==> config.mk <==
export PLATFORM = sky130hd
export DESIGN_NAME = tcd_sched
export DESIGN_NICKNAME = d
export VERILOG_FILES = /design/src/rtl/tcd_pkg.sv /design/src/rtl/tcd_rr_arbiter.sv /design/src/rtl/tcd_sched.sv
export SDC_FILE = /design/constraint.sdc
export NUM_CORES = 1
export LEC_CHECK = 0
export CORE_MARGIN = 2
export CORE_UTILIZATION = 37
export CTS_BUF_LIST = sky130_fd_sc_hd__clkbuf_16
export CTS_CLUSTER_SIZE = 16
export DETAILED_ROUTE_END_ITERATION = 10
export PLACE_DENSITY = 0.78
export SLEW_MARGIN = 10
export SYNTH_ARGS = -nofsm -noshare
export SYNTH_HDL_FRONTEND = slang
export SYNTH_SLANG_ARGS = --single-unit
==> constraint.sdc <==
create_clock -name clock -period 3.5 [get_ports clock]
set_input_delay 0.7 -clock clock [delete_from_list [all_inputs] [get_ports clock]]
set_output_delay 0.7 -clock clock [all_outputs]
set_load 0.05 [all_outputs]
==> src/rtl/tcd_pkg.sv <==
`default_nettype none
// +--------------------------------------------------------------------+
// | tcd_pkg : shared types and constants for the TCD command scheduler |
// | Rev 1.0                                                            |
// +--------------------------------------------------------------------+
package tcd_pkg;

    typedef enum logic [2:0] {
        ST_IDLE  = 3'd0,
        ST_ISSUE = 3'd1,
        ST_WAIT  = 3'd2,
        ST_ACK   = 3'd3,
        ST_DRAIN = 3'd4
    } tcd_state_e;

    localparam logic [4:0] STAT_ZERO    = 5'h1E;
    localparam logic [4:0] STAT_TIMEOUT = 5'h1F;

    // Address/byte-count fields are word-granular: bus width minus the byte-lane bits.
    localparam int FIELD_W_DELTA = 2;

    function automatic logic [2:0] oh_to_idx(input logic [7:0] oh);
        logic [2:0] idx;
        idx = '0;
        for (int i = 0; i < 8; i++) begin
            if (oh[i]) idx = 3'(i);
        end
        return idx;
    endfunction

endpackage
`default_nettype wire

==> src/rtl/tcd_rr_arbiter.sv <==
`default_nettype none
// +--------------------------------------------------------------------+
// | tcd_rr_arbiter : one-hot round-robin grant starting at ptr         |
// | Rev 1.0                                                            |
// +--------------------------------------------------------------------+
module tcd_rr_arbiter #(
    parameter int NUM_REQ = 4,
    parameter int PTR_W   = $clog2(NUM_REQ)
) (
    input  logic [NUM_REQ-1:0] req,
    input  logic [PTR_W-1:0]   ptr,
    output logic [NUM_REQ-1:0] grant
);

    always_comb begin
        logic             w_found;
        logic [PTR_W-1:0] w_sel;
        grant   = '0;
        w_found = 1'b0;
        w_sel   = '0;
        for (int i = 0; i < NUM_REQ; i++) begin
            w_sel = PTR_W'((int'(ptr) + i) % NUM_REQ);
            if (!w_found && req[w_sel]) begin
                grant[w_sel] = 1'b1;
                w_found      = 1'b1;
            end
        end
    end

endmodule
`default_nettype wire

==> src/rtl/tcd_sched.sv <==
`default_nettype none
// +--------------------------------------------------------------------+
// | tcd_sched : shares one TCD command port among NUM_REQ requesters   |
// | Rev 1.0                                                            |
// +--------------------------------------------------------------------+
module tcd_sched
    import tcd_pkg::*;
#(
    parameter int  MEMORY_BUS_WIDTH = 32,
    parameter int  NUM_REQ          = 4,
    parameter int  TIMEOUT_CYCLES   = 1024,
    localparam int FIELD_W          = MEMORY_BUS_WIDTH - FIELD_W_DELTA,
    localparam int PTR_W            = $clog2(NUM_REQ)
) (
    input  logic                            clock,
    input  logic                            reset,
    input  logic [NUM_REQ-1:0]              rq_valid,
    input  logic [NUM_REQ-1:0][FIELD_W-1:0] rq_addr,
    input  logic [NUM_REQ-1:0][FIELD_W-1:0] rq_nbytes,
    output logic [NUM_REQ-1:0]              rq_ready,
    output logic [NUM_REQ-1:0]              rq_done,
    output logic [4:0]                      rq_status,
    output logic [FIELD_W-1:0]              addr_in,
    output logic [FIELD_W-1:0]              nbytes_in,
    output logic                            req_in,
    output logic                            ack_in,
    input  logic [4:0]                      irq_out
);

    localparam logic [15:0]      c_cnt_last = 16'(TIMEOUT_CYCLES - 1);
    localparam logic [PTR_W-1:0] c_ptr_last = PTR_W'(NUM_REQ - 1);

    tcd_state_e         r_state, w_state;
    logic [PTR_W-1:0]   r_rr_ptr, w_rr_ptr, w_gnt_idx;
    logic [15:0]        r_cnt, w_cnt;
    logic               r_req_in, w_req_in, r_ack_in, w_ack_in;
    logic               r_zero_pend, w_zero_pend;
    logic [FIELD_W-1:0] r_addr, w_addr, r_nbytes, w_nbytes;
    logic [NUM_REQ-1:0] r_rq_ready, w_rq_ready, r_rq_done, w_rq_done;
    logic [NUM_REQ-1:0] r_grant_oh, w_grant_oh, w_gnt;
    logic [4:0]         r_status, w_status;

    tcd_rr_arbiter #(
        .NUM_REQ (NUM_REQ),
        .PTR_W   (PTR_W)
    ) u_arb (
        .req   (rq_valid),
        .ptr   (r_rr_ptr),
        .grant (w_gnt)
    );

    assign w_gnt_idx = PTR_W'(oh_to_idx(8'(w_gnt)));

    always_ff @(posedge clock) begin
        if (reset) begin
            r_state     <= ST_IDLE;
            r_rr_ptr    <= '0;
            r_cnt       <= '0;
            r_req_in    <= 1'b0;
            r_ack_in    <= 1'b0;
            r_zero_pend <= 1'b0;
            r_addr      <= '0;
            r_nbytes    <= '0;
            r_rq_ready  <= '0;
            r_rq_done   <= '0;
            r_grant_oh  <= '0;
            r_status    <= '0;
        end else begin
            r_state     <= w_state;
            r_rr_ptr    <= w_rr_ptr;
            r_cnt       <= w_cnt;
            r_req_in    <= w_req_in;
            r_ack_in    <= w_ack_in;
            r_zero_pend <= w_zero_pend;
            r_addr      <= w_addr;
            r_nbytes    <= w_nbytes;
            r_rq_ready  <= w_rq_ready;
            r_rq_done   <= w_rq_done;
            r_grant_oh  <= w_grant_oh;
            r_status    <= w_status;
        end
    end

    always_comb begin
        w_state     = r_state;
        w_rr_ptr    = r_rr_ptr;
        w_cnt       = r_cnt;
        w_req_in    = r_req_in;
        w_ack_in    = 1'b0;
        w_zero_pend = 1'b0;
        w_addr      = r_addr;
        w_nbytes    = r_nbytes;
        w_rq_ready  = '0;
        w_rq_done   = '0;
        w_grant_oh  = r_grant_oh;
        w_status    = r_status;
        case (r_state)
            ST_IDLE: begin
                // A zero-length command finishes here; no grant in the same cycle as its done.
                if (r_zero_pend) begin
                    w_rq_done = r_grant_oh;
                    w_status  = STAT_ZERO;
                end else if ((|w_gnt) && (irq_out == 5'd0)) begin
                    w_rq_ready = w_gnt;
                    w_grant_oh = w_gnt;
                    w_rr_ptr   = (w_gnt_idx == c_ptr_last) ? '0 : w_gnt_idx + PTR_W'(1);
                    if (rq_nbytes[w_gnt_idx] == '0) begin
                        w_zero_pend = 1'b1;
                    end else begin
                        w_addr   = rq_addr[w_gnt_idx];
                        w_nbytes = rq_nbytes[w_gnt_idx];
                        w_req_in = 1'b1;
                        w_state  = ST_ISSUE;
                    end
                end
            end
            ST_ISSUE: begin
                w_cnt   = '0;
                w_state = ST_WAIT;
            end
            ST_WAIT: begin
                if ((irq_out != 5'd0) || (r_cnt == c_cnt_last)) begin
                    w_status  = (irq_out != 5'd0) ? irq_out : STAT_TIMEOUT;
                    w_req_in  = 1'b0;
                    w_ack_in  = 1'b1;
                    w_rq_done = r_grant_oh;
                    w_state   = ST_ACK;
                end else begin
                    w_cnt = r_cnt + 16'd1;
                end
            end
            ST_ACK: begin
                w_state = ST_DRAIN;
            end
            ST_DRAIN: begin
                if (irq_out == 5'd0) w_state = ST_IDLE;
            end
            default: begin
                w_state = ST_IDLE;
            end
        endcase
    end

    assign rq_ready  = r_rq_ready;
    assign rq_done   = r_rq_done;
    assign rq_status = r_status;
    assign addr_in   = r_addr;
    assign nbytes_in = r_nbytes;
    assign req_in    = r_req_in;
    assign ack_in    = r_ack_in;

endmodule
`default_nettype wire

# == After elaboration in Yosys (flattened, before gate mapping) ==
# Index checks and enable logic that the tools add are counted.
# totals
ff_bits,101
in_bits,251
out_inout_bits,75
word_cells,127
# classes
addsub,5
n_lt_le_gt_ge,9
eq_ne,13
mux,53
bitwise,8
reduce_logical,27
# ops
op,count
$bmux W30 S2,2
$mux W30,2
$pmux W16 S2,1
$logic_not A30 Y1,1
$mux W4,6
$mux W1,18
$add A16 B1 Y16 const B,1
$eq A16 B10 Y1 const B,1
$mux W16,1
$lt A2 B3 Y1 const B,5
$mux W3,5
$mux W5,3
$pmux W3 S5,1
$ne A2 B2 Y1 const B,7
$or A4 B4 Y4,3
$pmux W5 S2,1
$reduce_and A5 Y1,2
$bmux W1 S2,4
$demux W1 S2,4
$ge A2 B1 Y1 const B,4
$logic_and A1 B1 Y1,8
$pmux W4 S2,1
$reduce_or A4 Y1,2
$eq A3 B2 Y1 const B,2
18 further kinds,30

# == Depth between registers and ports, before layout ==
# Gate-level depths: netlist (run 1).
# logic_depth
word_depth,22
ltp_mapped,17
mapped_depth_nobuf,12

# == Cells and area by module ==
# Synthesis (run 1) repeated with hierarchy kept, for this count alone.
# unflattened
hier_cells,790
hier_area_um2,6426.2
# by_module_without_submodules
mod,instances,cells_each,area_each_um2,seq_area_each_um2
tcd_sched,1,754,6088.3,2021.9
tcd_rr_arbiter,1,36,337.8,0.0

# == Worst setup path after synthesis (run 1) ==
# OpenSTA, ideal clock, no wires.
# synth_path
path_kind,register -> register
startpoint,register r_rr_ptr[0]
endpoint,register r_nbytes[16] (netlist: nbytes_in[16])
setup_ns,0.081
t_arrival_ns,3.675
t_required_ns,3.419
path_slack_ns,-0.256
path_stages_with_launch,17
n_path_buf,4
synth_period_minus_slack_ns,3.756
cell_sequence,dfxtp_1 -> buf_6 -> inv_1 -> ha_1 -> mux4_2 -> nor3b_2 -> a21oi_1 -> and2_4 -> buf_6 -> buf_2 -> o31ai_1 -> o21ai_0 -> nor4_4 -> a31oi_4 -> buf_2 -> nor2_1 -> a211oi_2
# synth_via
elab_chain_cells,20
elab_cells_between_ends,57
cone_classes,add/sub: 3; order compare: 8; mux: 28; bitwise: 4; reduce/logical: 14
# synth_lines
element,line,rtl
from (decl),tcd_sched.sv:34,"logic [PTR_W-1:0] r_rr_ptr, w_rr_ptr, w_gnt_idx;"
from (signal assigned),tcd_sched.sv:70,r_rr_ptr <= w_rr_ptr;
"parallel branches: the longest is 11 deep, another holds $lt A2 B3 Y1",n/a,
$mux W4 (*),tcd_rr_arbiter.sv:23,if (!w_found && req[w_sel]) begin
$mux W1,tcd_pkg.sv:26,if (oh[i]) idx = 3'(i);
$mux W2 (2 in series),tcd_pkg.sv:26,
$bmux W30 S2,"tcd_sched.sv:107, tcd_sched.sv:111",
$mux W30 (not written as such),"tcd_sched.sv:107, tcd_sched.sv:111",
$logic_not A30 Y1,tcd_sched.sv:107,if (rq_nbytes[w_gnt_idx] == '0) begin
$not A1 Y1 (no line),n/a,
$reduce_and A4 Y1 (no line),n/a,
to (signal assigned),tcd_sched.sv:76,r_nbytes <= w_nbytes;
to (decl),tcd_sched.sv:38,"logic [FIELD_W-1:0] r_addr, w_addr, r_nbytes, w_nbytes;"
# Mark *: on every way between the ends. The select of a mux whose other input is x is not followed.
# A chain may end at the register's enable or synchronous reset.

# == Worst setup path after layout (run 1) ==
# layout_path
startpoint,register r_rr_ptr[1]
endpoint,register r_nbytes[16] (netlist: nbytes_in[16])
# The elaborated chain is that of the path after synthesis.

==> results of run 1 <==
==> state kept, by name (all words and copies together), names as in the netlist, 2 cells and up <==
register / cells
addr_in: 30
nbytes_in: 30
r_cnt: 16
r_grant_oh: 4
r_rr_ptr: 2
r_state: 3
rq_done: 4
rq_ready: 4
rq_status: 5
==> cell type report <==
cell class                      instances  area (um^2)
Clock inverter                          7         61.3
Multi-Input combinational cell        713         4700
Inverter                                6         22.5
Clock buffer                            9          225
Fill cell                            1451         5430
Tap cell                              225          282
Sequential cell                       101         2020
Timing Repair Buffer                  449         4500
==> logic make-up after synthesis <==
group / Yosys count / share of synthesized area
and+or+nand+nor: 390 / 0.261
AOI/OAI and AO/OA: 287 / 0.311
DFF: 101 / 0.311
buffers and inverters: 75 / 0.0561
xor gates and xnor gates: 15 / 0.0202
muxes: 15 / 0.0294
adders and majority gates: 6 / 0.0115
==> synthesized netlist by cell type, types with 9 or more instances <==
| master | instances | share of area |
|---|---|---|
| nor2_1 | 118 | 0.068 |
| nor4_1 | 13 | 0.012 |
| nand2_1 | 177 | 0.10 |
| nand3_1 | 21 | 0.016 |
| o21ai_0 | 58 | 0.045 |
| buf_2 | 10 | 0.0077 |
| a21oi_1 | 110 | 0.085 |
| mux2i_1 | 9 | 0.014 |
| nor3_1 | 17 | 0.013 |
| dfxtp_1 | 101 | 0.31 |
| a211oi_1 | 26 | 0.030 |
| a211oi_2 | 40 | 0.077 |
| xor2_1 | 12 | 0.016 |
| clkbuf_1 | 37 | 0.021 |
| buf_1 | 10 | 0.0058 |
==> critical path, cell delays in order (launching register included) <==
cell,delay [ns]
dfxtp_2,0.34
inv_2,0.05
ha_4,0.30
mux4_2,0.62
nand3b_1,0.21
nand2_2,0.11
buf_4,0.17
o21ai_0,0.22
a311o_1,0.25
o211ai_1,0.16
a2111oi_4,0.42
a31oi_4,0.19
buf_12,0.20
buf_6,0.18
a211oi_4,0.26
==> power groups by stage <==
| stage | sequential, mW | clock [mW] | combinational (mW) |
|---|---|---|---|
| after floorplan | 1.25 | 0 | 0.430 |
| after global routing | 1.18 | 1.04 | 1.21 |
| final | 1.18 | 0.969 | 1.13 |
| after CTS | 1.18 | 0.991 | 1.11 |
| after global placement | 1.20 | 0 | 1.01 |
| after detailed placement | 1.20 | 0 | 1.02 |
==> worst max path at each step <==
stage / slack [ns] / to / cells past startpoint
2_1_floorplan: -0.10 / nbytes_in[16] / 12
3_3_place_gp: -0.77 / nbytes_in[28] / 13
3_5_place_dp: -0.88 / nbytes_in[18] / 13
4_1_cts: -0.20 / nbytes_in[20] / 14
5_1_grt: -0.39 / nbytes_in[28] / 15
6_report: -0.27 / nbytes_in[16] / 14
==> repair_timing <==
action | CTS | global route
pin swaps | 17 | 24
hold endpoints to repair | 0 | 0
cloned | 12 | 0
gates resized for setup | 121 | 41
setup buffers | 21 | 3
setup endpoints to repair | 64 | 62
==> metrics by stage <==
stage,setup TNS [ns],instances
3_5_place_dp,-52.87,1460
3_3_place_gp,-47.12,1460
4_1_cts,-9.84,1509
6_report,-12.17,1510
2_1_floorplan,-4.28,889
5_1_grt,-19.46,1510
==> routing by layer <==
metal | part of all wire | up-vias
li1 | - | 3941
met1 | 0.38 | 3799
met2 | 0.49 | 359
met3 | 0.091 | 79
met4 | 0.042 | 0
met5 | 0 | -
==> results.txt, run 1 <==
outcome: finished, violations left
failing checks: setup timing
CTS tree: done
pre-CTS setup slack: -0.877 ns
Slew Limit Fails: 0
drt via density: 5.42
H-tree level count: 3
I/O Buffers: 325
Ports: 326
fin area: 0.0118 mm^2
RSZ-0062 raised after global routing: true
initial drt markers: 479
Post-CTS Hold Fix Bufs: 0
Top FF cell, synth: dfxtp_1
P_sw: 1.05 mW
Worst Setup Start Kind: register
final total power: 3.28 mW
Placed Area: 0.0104 mm^2
n_diodes: 0
Power Density: 278 mW/mm^2
number of global-route vias before repair: 8252
crit end category: register
wire per inst: 19.0 um
Starting Density: 0.378
synth-to-layout area growth: 81.4%
Fmax: 0.265 GHz
clock latency on the worst-skew pair: 0.35 ns
WS Path Type: reg2reg
row count: 48
yosys warns: 0
area of the core: 0.0172 mm^2
DP Wirelength: 21300 um
commonest non-fill, non-tap cell in the layout: clkdlybuf4s50_1
Final Hold Vio Count: 0
drt drc: 0
routability cong.: 0.964
synthesized flop and latch total: 101
clock network power share: 0.296
Die Y: 137 um
grt met3 use: 0.0881
Die W: 137 um
worst hold path stage count: 1
post-layout minimum cycle time: 3.77 ns
Combinational Power Share: 0.344
RR Endpoint: nbytes_in[16]
Final WS setup: -0.271 ns
hold endpoint: rq_done[0]
Seq/Total Area, Yosys: 0.311
CTS sink count: 101
Finished Core Util: 0.685
DR vias: 8178
most used routing layer: met2
DIE AREA: 0.0187 mm^2
Hold WS: 0.461 ns
Synth Cell Area: 0.00651 mm^2
number of enable flip-flop cells after synthesis: 0
Root Driver: clkbuf_16
critical path arrival: 4.04 ns
share of cells above drive strength 1: 0.227
GRT Total Usage: 0.303
clock transition at the registers of the reported paths: 0.08 ns
Mapped Nets: 1146
largest net degree at the start of global routing: 53
HP Class: reg2reg
max_slew headroom: 0.546
global-route wire length before repair: 43400 um
fin crit share: 1.08
Routed WL: 28600 um
Yosys cell types: 68
cts bufs inserted: 9
R2R setup slack: -0.27 ns
final setup violation count: 60
Int Power: 2.22 mW
Overflow after GRT: 0
GR Util met2: 0.543
Critical path origin: r_rr_ptr[1]
synthesized instance count: 889
Detailed Routing Iterations Pass 1: 5
worst endpoint required time: 3.77 ns
r2r startpoint: r_rr_ptr[1]
Final Skew: 0.00841 ns
Final nets: 1537
Tightest Pin Transition: 0.678 ns
Worst R2R Path Depth: 14
post-route ant nets: 0
CP max FO: 14
leakage: 4.44 nW
antenna violations before repair: 0
min-delay src: r_grant_oh[0]
clk buf depth: 2
Net Sw Frac: 0.321
grt met1 use: 0.326
commonest cells after routing, fill and taps aside: 320 x clkdlybuf4s50_1, 174 x nand2_1, 109 x a21oi_1
max_cap viols: 0
maximum vdd drop: 234 uV
Avg Inst Size Synth: 7.32 um^2
Async S/R FF share, synth: 0
Flop pwr share: 0.360
No activity file was read; power rests on OpenSTA's default activity.
==> run 2, diff against run 1 <==
--- a/config.mk
+++ b/config.mk
@@ -8,6 +8,7 @@
 export CORE_MARGIN = 2
 export CORE_UTILIZATION = 37
 export CTS_BUF_LIST = sky130_fd_sc_hd__clkbuf_16
+export CTS_CLUSTER_DIAMETER = 120
 export CTS_CLUSTER_SIZE = 16
 export DETAILED_ROUTE_END_ITERATION = 10
 export PLACE_DENSITY = 0.78
==> results of run 2 <==
The final DEF is identical to that of run 1; final timing and power are the same.
